==> src/rtl/req_capture.sv <==
// req_capture: request front end for a 4-input priority encoder.
//
// Each raw button line is brought into the clock domain through a two-flop
// synchroniser and then debounced. A debounced rising edge latches the
// channel into the pending vector, which feeds the encoder. The downstream
// logic retires one pending bit per cycle by strobing clr_valid with the
// serviced index. A request that arrives while the same channel is still
// pending, and is not being retired on that edge, raises a sticky overrun flag.
//
// Ports
//   clk        system clock, rising edge
//   rst_n      asynchronous active-low reset, clears all state
//   btn[3:0]   raw asynchronous request lines, active high
//   clr_valid  one-cycle qualifier for clr_idx
//   clr_idx    index of the pending bit to retire
//   pend[3:0]  pending-request vector (encoder IN)
//   db[3:0]    debounced level of each btn line
//   ovr[3:0]   sticky per-channel overrun flags
//
// Parameters
//   DB_CYCLES  consecutive disagreeing cycles before db follows the input,
//              legal range 1 .. 2**CNT_W-1
//   CNT_W      width of each per-channel debounce counter

module req_capture #(
    parameter int DB_CYCLES = 4,
    parameter int CNT_W     = 3
) (
    input  logic       clk,
    input  logic       rst_n,
    input  logic [3:0] btn,
    input  logic       clr_valid,
    input  logic [1:0] clr_idx,
    output logic [3:0] pend,
    output logic [3:0] db,
    output logic [3:0] ovr
);

    localparam logic [CNT_W-1:0] CNT_LAST = CNT_W'(DB_CYCLES - 1);

    logic [3:0]       sync_p0;
    logic [3:0]       sync_p1;
    logic [CNT_W-1:0] cnt     [4];
    logic [CNT_W-1:0] cnt_nxt [4];
    logic [3:0]       db_nxt;
    logic [3:0]       rise;
    logic [3:0]       clr;
    logic [3:0]       pend_nxt;
    logic [3:0]       ovr_nxt;

    // Stage p0/p1: two-flop synchroniser; only sync_p1 is used downstream.
    always_ff @(posedge clk or negedge rst_n) begin
        if (!rst_n) begin
            sync_p0 <= '0;
            sync_p1 <= '0;
        end else begin
            sync_p0 <= btn;
            sync_p1 <= sync_p0;
        end
    end

    // Debounce: the counter only advances while the synchronised input
    // disagrees with the debounced level, so one agreeing cycle restarts it.
    always_comb begin
        db_nxt = db;
        for (int i = 0; i < 4; i++) begin
            cnt_nxt[i] = '0;
            if (sync_p1[i] != db[i]) begin
                if (cnt[i] == CNT_LAST) begin
                    db_nxt[i] = sync_p1[i];
                end else begin
                    cnt_nxt[i] = cnt[i] + 1'b1;
                end
            end
        end
    end

    // Pending / overrun update. A set on the same edge as a clear wins so a
    // fresh request is never dropped; that case is also not an overrun since
    // the earlier request is being retired on this very edge.
    always_comb begin
        rise = db_nxt & ~db;
        for (int i = 0; i < 4; i++) begin
            clr[i] = clr_valid && (clr_idx == 2'(i));
        end
        pend_nxt = (pend & ~clr) | rise;
        ovr_nxt  = ovr | (rise & pend & ~clr);
    end

    // Stage p2: debounce counters and registered outputs.
    always_ff @(posedge clk or negedge rst_n) begin
        if (!rst_n) begin
            for (int i = 0; i < 4; i++) begin
                cnt[i] <= '0;
            end
            db   <= '0;
            pend <= '0;
            ovr  <= '0;
        end else begin
            for (int i = 0; i < 4; i++) begin
                cnt[i] <= cnt_nxt[i];
            end
            db   <= db_nxt;
            pend <= pend_nxt;
            ovr  <= ovr_nxt;
        end
    end

endmodule

==> config.mk <==
export PLATFORM = sky130hd
export DESIGN_NAME = req_capture
export DESIGN_NICKNAME = d
export VERILOG_FILES = /design/src/rtl/req_capture.sv
export SDC_FILE = /design/constraint.sdc
export NUM_CORES = 1
export LEC_CHECK = 0
export CORE_MARGIN = 2
export CORE_UTILIZATION = 30
export DETAILED_ROUTE_END_ITERATION = 10
export PLACE_DENSITY_LB_ADDON = 0.2
export SETUP_SLACK_MARGIN = 0.02
export SYNTH_ARGS = -nofsm -noshare
export SYNTH_HDL_FRONTEND = slang
export SYNTH_SLANG_ARGS = --single-unit
==> constraint.sdc <==
create_clock -name clk -period 1.7 [get_ports clk]
set_input_delay 0.34 -clock clk [delete_from_list [all_inputs] [get_ports clk]]
set_output_delay 0.34 -clock clk [all_outputs]
set_load 0.005 [all_outputs]
* Yosys cells after proc, flatten, opt, wreduce, memory -nomap -nowiden *
Index checks and enable logic that the tools add are counted.

operators by class
  $add $sub $neg = 4
  eq/ne operators = 11
  muxes and demuxes = 16
  bitwise gates (word level) = 8
  reduce and logical (&&, ||, !) cells = 5

operators by type and width
  operator               number
  $mux W3                8
  $and A4 B4 Y4          4
  $add A3 B1 Y3 const B  4
  $eq A3 B2 Y1 const B   4
  $mux W1                8
  $not A4 Y4             2
  $or A4 B4 Y4           2
  $eq A2 B2 Y1 const B   2
  $logic_and A1 B1 Y1    4
  $ne A1 B1 Y1           4
  $eq A2 B1 Y1 const B   1
  $logic_not A2 Y1       1

storage, ports and cells
  bits in registers = 32
  input bits = 9
  output and inout port bits = 12
  word-level logic and storage cells = 53

* Longest topological paths before layout *
  depth after elaboration = 7
  mapped depth = 3
  gate-level depth less buffers = 3

* Worst setup path before layout *
Ideal clock, no wire load.

  path type = register to register
  from = register cnt[6] (netlist name)
  to = register db[1]
  library setup time = 125 ps
  data arrival time = 1,011 ps
  data required time = 1,575 ps
  path slack = 564 ps
  stages on the path, launching flop included = 4
  buffers on the path = 0
  clock period less this slack = 1,136 ps
  cells stage by stage = dfrtp_1 ha_1 and2b_1 mux2_2

between the ends
  word-level cells in the longest chain between the ends = 3

RTL lines
  element                          line  RTL
  start, declared                  43    logic [CNT_W-1:0] cnt [4];
  start signal, assigned by index  101   cnt[i] <= cnt_nxt[i];
  $eq A3 B2 Y1                     69    if (cnt[i] == CNT_LAST) begin
  $mux W1                          69
  $mux W1                          68    if (sync_p1[i] != db[i]) begin
  via db_nxt[1]                    45    logic [3:0] db_nxt;
  end signal, assigned             103   db <= db_nxt;
  end, declared                    35    output logic [3:0] db,

The timed path passes the listed nets, and every way through them passes these cells.

* Worst setup path after layout *
  from = register db[1]
  to = output port db[1]

No word-level cell between the ends.

==> impl_metrics.toml <==
[power_and_ir_drop]
ir_drop_mv = 0.594
power_density_nw_per_um2 = 1530
p_leak_nw = 0.709

[detailed_routing]
ant_nets = 0
dr.pass1.iters = 2
vias_per_cell = 4.49
post-route-drc-count = 0
routedWlPerCell_um = 11.9
vias = 687
drt_iter0_drc = 19
wirelength_mm = 1.82

[sta]
setup_violations = 0
tightest_slew_ns = 0.389
final-hold-violation-count = 0
rsz0062_at_grt = "no"
fin_hold_ws_ns = 0.348
fmax_mhz = 649
min_period_ns = 1.54
maxSlewHeadroom_pct = 74.1
fin_skew_ns = 0.00454
fin_crit_sh_pct = 90.7
finalSetupTns_ns = 0
slew_violations = 0

[yosys]
synth_xor_area_share_pct = 2.99
synth_top_family_by_area = "simple AND/OR/NAND/NOR gates"
synthAdderAreaFrac_pct = 4.27
synth_mux_area_share_pct = 3.84
async_reset_ff_share_pct = 100
synth_area_per_cell_um2 = 15.4
yosysSeqAreaShare_pct = 68.3
synth_top_area_share_pct = 68.3
yosysMostFrequentCell = "dfrtp_1"
ys.warnings.count = 0
synth_area_leader_cell = "dfrtp_1"
syn-cell-area_um2 = 1170
synth_cell_types = 16
yosys.area_share.simple_pct = 14.3
synth-edff-count = 0
synth_compound_area_share_pct = 6.30
synth_area_leaders = "dfrtp_1, nor3b_1, ha_1, mux2_2, xnor2_1"
synth_common_cells = "dfrtp_1, nor3b_1, nor2b_1"
synthFlopType = "dfrtp_1"
syn-num-nets = 89
synthCells = 76
ys_seq_elements = 32

[setup_path]
cpLargestDelayFamily = "buffers and inverters"
worstPathRequired_ns = 1.36
crit_path_top_delay_cell = "clkdlybuf4s50_1"
ff2ff_setup_slack_ns = 0.50
worstPathMaxFanout = 4
crit_path_end_kind = "output pin"
crit_path_max_incr_delay_ns = 0.52
arrival_ns = 1.20
cp_num_buf_inv = 1
crit_type = "reg -> out"
path_cells = "clkdlybuf4s50_1"
start_kind = "register"

[floorplanning]
die-width_um = 66.5
die_y_um = 66.5
ios = 21
start_util_pct = 31.5
fp.dieArea_um2 = 4420
core_um2 = 3720
rows = 22

[clock_tree]
post_cts_buffers = 0
cts_hold_buffers = 0
cts_resized = 0
ctsLongestPathBuffers = 2
worstSkewPairLatency_ns = 0.28
cts_made_buffers = 5
cts.clk_slew.worst_paths_ns = 0.07
h-tree-depth = 2
clkSinkCount = 32
cts_tree = "built"
cts_root_buf = "clkbuf_8"

[global_route]
grt_pass1_wl_mm = 3.22
grtUsageTotal_pct = 10.6
first_global_vias = 711
antenna_found_initial = 0
grt_max_degree = 33
gr-total-overflow = 0

[cells_and_area]
syn_to_final_growth_pct = 30.7
nets = 117
utilization_pct = 41.2
final_area_um2 = 1530
n_antenna_cell = 0
final_layout_size_suffix_gt1_share_pct = 14.3

[hold_path]
hold_class = "reg -> reg"

[placement]
place_area_um2 = 1440
gp_congestion = 0.647
port_buffers = 20

[outcome]
outcome = "finished clean"

[run]
cap_viol_max_count = 0
layer usage:
| metal | track usage (%) | part of all wire [%] | vias up |
|---|---|---|---|
| met2 | 15.1 | 47 | 18 |
| met1 | 11.7 | 43 | 337 |
| met4 | 6.89 | 2.2 | 0 |
| li1 | - | - | 328 |
| met3 | 6.59 | 7.6 | 4 |
| met5 | 0 | 0 | - |
registers in the layout, summed over array words and instances, names as in the netlist:
| register | count |
|---|---|
| ovr | 4 |
| pend | 4 |
| sync_p1 | 4 |
| cnt | 12 |
| db | 4 |
| sync_p0 | 4 |
power breakdown:
group	total, W	internal, W	leakage (nW)	switching, W
sequential	0.00111	0.000966	0.408	0.000143
clock	0.000584	0.000322	0.0510	0.000262
combinational	0.000647	0.000425	0.251	0.000223
stage by stage:
step,total power [W],setup WS (ns),cells
2_1_floorplan,0.00143,0.564,76
3_3_place_gp,0.00176,0.133,145
3_5_place_dp,0.00179,0.102,145
4_1_cts,0.00240,0.128,153
5_1_grt,0.00254,0.0762,153
6_report,0.00234,0.159,153
path summary, 6_finish.rpt:
check / start / end / depth (start not counted)
max: db[1]$_DFF_PN0_ / db[1] / 1
min: sync_p0[0]$_DFF_PN0_ / sync_p1[0]$_DFF_PN0_ / 0
max reg2reg: cnt[0]$_DFF_PN0_ / db[3]$_DFF_PN0_ / 3
min reg2reg: sync_p0[0]$_DFF_PN0_ / sync_p1[0]$_DFF_PN0_ / 0
max in group asynchronous: rst_n / ovr[3]$_DFF_PN0_ / 2
min in group asynchronous: rst_n / db[1]$_DFF_PN0_ / 2
cells by family (layout without fill, tap and decap cells):
| kind of cell | Yosys count | after routing |
|---|---|---|
| DFF | 32 | 32 |
| muxes | 4 | 4 |
| adders and majority gates | 4 | 4 |
| xor gates and xnor gates | 4 | 4 |
| and+or+nand+nor | 24 | 24 |
| buffers and inverters | 0 | 29 |
| AOI/OAI and AO/OA | 8 | 8 |
cell usage in the layout (no fill, tap or decap), types with 3 or more instances in the layout:
cell type,instances
a22o_1,3
nor3_1,4
nor3b_1,7
nor2b_1,5
ha_1,4
and2b_1,3
clkdlybuf4s50_1,20
a41o_1,3
mux2_2,4
dfrtp_1,32
clkbuf_8,6
xnor2_1,4
final cells by class:
type / instances / area, um2
clock buffers: 6 / 82.6
clock inverters: 2 / 10.0
flip-flops and latches: 32 / 801
well taps: 48 / 60.1
fillers: 365 / 2180
multi-input cells: 44 / 372
repair buffers: 21 / 208
Power figures use the tool's default switching activity.
